File: config.mk
export PLATFORM = sky130hd
export DESIGN_NAME = axi_req_master
export DESIGN_NICKNAME = d
export VERILOG_FILES = /design/src/rtl/axi_req_master.sv
export SDC_FILE = /design/constraint.sdc
export NUM_CORES = 1
export LEC_CHECK = 0
export CAP_MARGIN = 20
export CORE_MARGIN = 2
export CORE_UTILIZATION = 25
export CTS_CLUSTER_SIZE = 24
export DETAILED_ROUTE_END_ITERATION = 10
export DONT_BUFFER_PORTS = 1
export GPL_TIMING_DRIVEN = 1
export RECOVER_POWER = 100
export SLEW_MARGIN = 20
export SYNTH_ARGS = -nofsm -noshare
export SYNTH_HDL_FRONTEND = slang
export SYNTH_SLANG_ARGS = --single-unit
File: constraint.sdc
create_clock -name clk -period 3.8 [get_ports clk]
set_clock_uncertainty 0.2 [all_clocks]
set_input_delay 0.76 -clock clk [delete_from_list [all_inputs] [get_ports clk]]
set_output_delay 0.76 -clock clk [all_outputs]
set_load 0.02 [all_outputs]
File: src/rtl/axi_req_master.sv
// axi_req_master: executes 72-bit request beats as single AXI4-Lite writes/reads, returning read data on a stream.
module axi_req_master #(
  parameter int ADDR_WIDTH = 32
) (
  input  logic                  clk,
  input  logic                  reset,
  input  logic [71:0]           AXIS_REQ_TDATA,
  input  logic                  AXIS_REQ_TVALID,
  output logic                  AXIS_REQ_TREADY,
  output logic [63:0]           RSP_TDATA,
  output logic                  RSP_TVALID,
  input  logic                  RSP_TREADY,
  output logic [ADDR_WIDTH-1:0] M_AXI_AWADDR,
  output logic [2:0]            M_AXI_AWPROT,
  output logic                  M_AXI_AWVALID,
  input  logic                  M_AXI_AWREADY,
  output logic [31:0]           M_AXI_WDATA,
  output logic [3:0]            M_AXI_WSTRB,
  output logic                  M_AXI_WVALID,
  input  logic                  M_AXI_WREADY,
  input  logic [1:0]            M_AXI_BRESP,
  input  logic                  M_AXI_BVALID,
  output logic                  M_AXI_BREADY,
  output logic [ADDR_WIDTH-1:0] M_AXI_ARADDR,
  output logic [2:0]            M_AXI_ARPROT,
  output logic                  M_AXI_ARVALID,
  input  logic                  M_AXI_ARREADY,
  input  logic [31:0]           M_AXI_RDATA,
  input  logic [1:0]            M_AXI_RRESP,
  input  logic                  M_AXI_RVALID,
  output logic                  M_AXI_RREADY,
  output logic [31:0]           write_count,
  output logic [31:0]           read_count,
  output logic [31:0]           error_count,
  output logic                  busy
);
  typedef enum logic [2:0] {IDLE, WRITE, WR_RESP, RD_ADDR, RD_DATA, RSP_OUT} state_t;
  state_t state, state_nx;
  logic [31:0] addr_q, wdata_q, rdata_q;
  logic aw_done, w_done;
  logic req_hs, aw_hs, w_hs, b_hs, r_hs, bad_op, err_inc;
  logic [7:0] op;
  assign op = AXIS_REQ_TDATA[71:64];
  assign req_hs = AXIS_REQ_TVALID & AXIS_REQ_TREADY;
  assign bad_op = op > 8'd1;
  assign aw_hs = M_AXI_AWVALID & M_AXI_AWREADY;
  assign w_hs = M_AXI_WVALID & M_AXI_WREADY;
  assign b_hs = M_AXI_BVALID & M_AXI_BREADY;
  assign r_hs = M_AXI_RVALID & M_AXI_RREADY;
  assign err_inc = (req_hs & bad_op) | (b_hs & |M_AXI_BRESP) | (r_hs & |M_AXI_RRESP);
  function automatic logic [31:0] sat_inc(input logic [31:0] c, input logic inc);
    return c + {31'd0, inc & ~&c};
  endfunction
  always_ff @(posedge clk) begin
    if (reset) state <= IDLE;
    else state <= state_nx;
  end
  always_comb begin
    state_nx = state;
    case (state)
      IDLE:    if (req_hs) state_nx = op == 8'd0 ? WRITE : op == 8'd1 ? RD_ADDR : IDLE;
      WRITE:   if ((aw_done | aw_hs) & (w_done | w_hs)) state_nx = WR_RESP;
      WR_RESP: if (M_AXI_BVALID) state_nx = IDLE;
      RD_ADDR: if (M_AXI_ARREADY) state_nx = RD_DATA;
      RD_DATA: if (M_AXI_RVALID) state_nx = RSP_OUT;
      RSP_OUT: if (RSP_TREADY) state_nx = IDLE;
      default: state_nx = IDLE;
    endcase
  end
  always_comb begin
    AXIS_REQ_TREADY = state == IDLE;
    busy = state != IDLE;
    M_AXI_AWVALID = state == WRITE && !aw_done;
    M_AXI_WVALID = state == WRITE && !w_done;
    M_AXI_BREADY = state == WR_RESP;
    M_AXI_ARVALID = state == RD_ADDR;
    M_AXI_RREADY = state == RD_DATA;
    RSP_TVALID = state == RSP_OUT;
    M_AXI_AWADDR = addr_q[ADDR_WIDTH-1:0];
    M_AXI_ARADDR = addr_q[ADDR_WIDTH-1:0];
    M_AXI_WDATA = wdata_q;
    M_AXI_WSTRB = 4'hF;
    M_AXI_AWPROT = 3'd0;
    M_AXI_ARPROT = 3'd0;
    RSP_TDATA = {addr_q, rdata_q};
  end
  // Done flags only survive while staying in WRITE, so each new write starts clean.
  always_ff @(posedge clk) begin
    if (reset) begin
      addr_q <= '0;
      wdata_q <= '0;
      rdata_q <= '0;
      aw_done <= 1'b0;
      w_done <= 1'b0;
      write_count <= '0;
      read_count <= '0;
      error_count <= '0;
    end else begin
      if (req_hs) begin
        addr_q <= AXIS_REQ_TDATA[63:32];
        wdata_q <= AXIS_REQ_TDATA[31:0];
      end
      if (r_hs) rdata_q <= M_AXI_RDATA;
      aw_done <= state_nx == WRITE && (aw_done | aw_hs);
      w_done <= state_nx == WRITE && (w_done | w_hs);
      write_count <= sat_inc(write_count, b_hs);
      read_count <= sat_inc(read_count, r_hs);
      error_count <= sat_inc(error_count, err_inc);
    end
  end
endmodule
==> impl_table.tex <==
\begin{tabular}{lr}
\hline
Metric & Value \\
\hline
\multicolumn{2}{l}{\textbf{Logic synthesis}} \\
Number of standard cells after synthesis & 1080 \\
Proportion of netlist area held by the largest area contributor & 0.452 \\
Seq cells post-synth & between 150 and 200 \\
Top FF cell, synth & dfxtp\_1 \\
Number of library cell types mapped by synthesis & 42 \\
Seq/Total Area, Yosys & 0.452 \\
Proportion of synthesized flip-flops having asynchronous set or reset & 0 \\
Cell type with the largest total area after synthesis & dfxtp\_1 \\
Dominant cells by area after synthesis & dfxtp\_1, nand2\_1, a21oi\_1 \\
EDFF count, synth & 0 \\
Avg Cell Area, Syn & 8.07 um2 \\
Count of yosys warnings during synthesis & 0 \\
Netlist Area Pre-Place & 8720 um2 \\
\multicolumn{2}{l}{\textbf{Worst setup path}} \\
Endpoint required time on the critical path & slightly below 4 ns \\
Highest cell delay on the worst timing path & 0.68 ns \\
Type of element launching the critical path & flop \\
Critical setup path kind & reg -> reg \\
Worst Setup End Kind & flop \\
Crit path buf inv count & 1 \\
Critical Path Fanout Max & 9 \\
Cell family with most CP delay & simple AND/OR/NAND/NOR gates \\
Slowest stage cell, crit path & or4\_1 \\
Setup slack of the worst register-to-register path & 0.29 ns \\
Critical-path cell list & clkbuf\_1 > nand2\_1 > or4\_1 > nor3\_1 > a21oi\_1 > ha\_1 > ha\_1 > and4\_1 > nand4\_1 > nor3\_1 > mux2\_2 \\
Worst endpoint data arrival time & 3.65 ns \\
\multicolumn{2}{l}{\textbf{Global routing}} \\
Gr usage total & 0.133 \\
Via count of the first global-routing pass & 6389 \\
Number of antenna violations at the first check in global routing & 0 \\
Pin count of the biggest net entering global routing & 204 \\
Congestion Overflow GR & 0 \\
Global-route wire length before repair & 37300 um \\
\multicolumn{2}{l}{\textbf{Clocking}} \\
CTS sink cnt & between 150 and 200 \\
Clk Tree Root Cell & clkbuf\_16 \\
TritonCTS clock tree & yes \\
Clock transition time at the flip-flop clock pins of the worst setup and hold paths & 0.08 ns \\
Clock latency on the worst-skew pair & 0.44 ns \\
Clock Path Buffers & 2 \\
Number of buffers added for setup after CTS & 0 \\
H-tree depth & 4 \\
CTS buffer count & 17 \\
\multicolumn{2}{l}{\textbf{Outcome}} \\
Violated checks & capacitance limit, slew limit \\
Result of the run & finished with violations \\
\multicolumn{2}{l}{\textbf{STA}} \\
Accumulated negative setup slack & 0 ns \\
Upper clock frequency limit & around 0.28 GHz \\
Fin Hold WS & 0.187 ns \\
Setup repair after global routing missed its margin & no \\
Transition at the pin with the smallest max-transition slack & 1.71 ns \\
Fin. max-slew vios & 85 \\
Rel. slew slack & -0.140 \\
Total count of hold-check failures in the final report & 0 \\
Final setup viols & 0 \\
Clock period minus final worst setup slack & 3.51 ns \\
Final worst slack & 0.285 ns \\
Final Cycle Share & 0.925 \\
\multicolumn{2}{l}{\textbf{Finish}} \\
Share of final-layout standard cells stronger than drive strength 1 & 0.0521 \\
Area taken by flip-flops and latches & slightly below 4000 um2 \\
Area delta synth->final & 5.70\% \\
Count of nets after finishing & 1108 \\
Area of the multi-input gates & just under 4000 um2 \\
Fill cell total of the finished layout & 3748 \\
Ant. Diodes & 0 \\
\multicolumn{2}{l}{\textbf{Run}} \\
Max capacitance violation total & 2 \\
\multicolumn{2}{l}{\textbf{Power}} \\
Cell Pwr Density & 458 nW/um2 \\
Sequential Power Share & 0.533 \\
Net load switching power & $\sim$1.1 mW \\
Switching fraction of total power & 0.266 \\
Int Pwr & 3.10 mW \\
Worst voltage drop across the vdd grid & 0.000295 V \\
Relative contribution of the clock network to total power & 0.444 \\
Combinational share of power & 0.023 \\
Reported leakage power & just over 3 nW \\
\multicolumn{2}{l}{\textbf{Placed design}} \\
Setup slack after placement & 0.199 ns \\
Number of buffers inserted by port buffering & 0 \\
HPWL reported at the end of detailed placement & roughly 19000 um \\
Placer congestion estimate & 0.800 \\
\multicolumn{2}{l}{\textbf{Detailed routing}} \\
Per-cell routed wire length & 17.4 um \\
Routed Antenna Nets & 0 \\
Number of remaining DRC errors & 0 \\
Via total after detailed routing & 7213 \\
Vias/cell & 4.96 \\
Final wirelength & 25300 um \\
Iteration count of the initial detailed-routing pass & 5 \\
DR iter-0 viols & 433 \\
\multicolumn{2}{l}{\textbf{Die}} \\
Floorplan row count & 68 \\
I/O pin count & 391 \\
Die X & $\sim$190 um \\
Core region area & roughly 34000 um2 \\
Die area & approximately 36000 um2 \\
Die span in y & roughly 190 um \\
Starting Density & 0.253 \\
\multicolumn{2}{l}{\textbf{Worst hold path}} \\
Hold crit path type & in -> reg \\
\hline
\end{tabular}
[state kept, by name, summed over array words and instances, names as in the netlist]
register and cells:
M_AXI_ARADDR 32, M_AXI_WDATA 32, error_count 32, rdata_q 32, read_count 32, write_count 32
state 3, aw_done 1, w_done 1
[layout by cell type (no fill, tap or decap), drive strengths merged, types with 10 or more instances in the layout]
cell | netlist | layout
o21ai | 18 | 18
a21oi | 148 | 148
and2 | 11 | 11
nand4 | 32 | 32
xor2 | 24 | 24
nor2 | 51 | 51
conb | 2 | 10
nor3 | 12 | 12
inv | 13 | 20
or4 | 29 | 29
o31ai | 26 | 26
nand3 | 36 | 36
dfxtp | 197 | 197
clkbuf | 56 | 28
nor2b | 18 | 18
xnor2 | 12 | 12
nand2 | 225 | 225
or3 | 18 | 18
and4 | 15 | 15
[synthesized netlist by cell type, types with 2 or more instances]
library cell  number
and2_1            11
nor3b_1            2
o31ai_1           26
clkbuf_1          56
buf_4             74
a22o_1             2
xnor2_1           12
conb_1             2
ha_1               6
or3_1             18
buf_2              4
and4_1            15
nand3_1           36
nor2_1            51
nand4_1           31
mux2_2             8
and3_1             9
nor3_1            12
a21oi_1          148
buf_1              5
xor2_1            24
nor2b_1           18
nand2_1          225
o21ai_0           18
dfxtp_1          197
o211ai_1           2
nand2b_1           5
or4_1             29
nor4_1             9
inv_1             13
[routing by layer]
metal	routed length, um	GRT usage	share of wire
met5	0	0	0
met4	558	0.0504	0.022
met3	2220	0.0517	0.088
met2	12100	0.209	0.48
met1	10500	0.163	0.41
[path summary, 6_finish.rpt]
kind | startpoint | end | cells past startpoint
worst max-delay path | write_count[22]$_SDFF_PP0_ | write_count[26]$_SDFF_PP0_ | 11
worst min-delay path | reset | error_count[19]$_SDFF_PP0_ | 1
worst max register to register | write_count[22]$_SDFF_PP0_ | write_count[26]$_SDFF_PP0_ | 11
worst min register to register | w_done$_SDFF_PP0_ | w_done$_SDFF_PP0_ | 2
[cells by family (layout without fill, tap and decap cells)]
kind of cell / count (synthesis) / count (layout) / synth area share
other: 2 / 10 / 0.000861
multiplexers: 8 / 8 / 0.0103
XOR/XNOR: 36 / 36 / 0.0362
buffers and inverters: 152 / 62 / 0.0979
adder cells (fa/ha/maj): 6 / 6 / 0.00861
AND/OR/NAND/NOR: 475 / 475 / 0.265
flip-flops: 197 / 197 / 0.452
AO/OA/AOI/OAI: 204 / 204 / 0.129
[power by group through the flow]
stage,clock [mW],combinational [mW],sequential (mW)
after floorplan,0,0.213,2.23
after global placement,0,0.0916,2.30
after detailed placement,0,0.0955,2.30
after CTS,1.95,0.0958,2.25
after global routing,2.03,0.108,2.26
final,1.87,0.0965,2.25
[layout make-up]
cell class | count | area share
Inverter | 13 | 0.00529
Tap cell | 455 | 0.0618
Clock buffer | 18 | 0.0477
Multi-Input combinational cell | 739 | 0.430
Sequential cell | 197 | 0.428
Timing Repair Buffer | 17 | 0.00991
Clock inverter | 14 | 0.0178
[metrics by stage]
step / power (mW) / util / cell area, um2 / std cells
6_report: 4.22 / 0.267 / 9220 / 1453
5_1_grt: 4.40 / 0.267 / 9220 / 1453
4_1_cts: 4.29 / 0.269 / 9250 / 1453
3_5_place_dp: 2.39 / 0.251 / 8650 / 1421
3_3_place_gp: 2.39 / 0.251 / 8650 / 1421
2_1_floorplan: 2.44 / - / 8750 / 1088
[what timing repair did]
item	CTS	global route
endpoints found under the setup margin	0	4
endpoints found under the hold margin	0	0
gates resized for setup	0	2
hold buffers	0	0
Power figures use the tool's default switching activity.
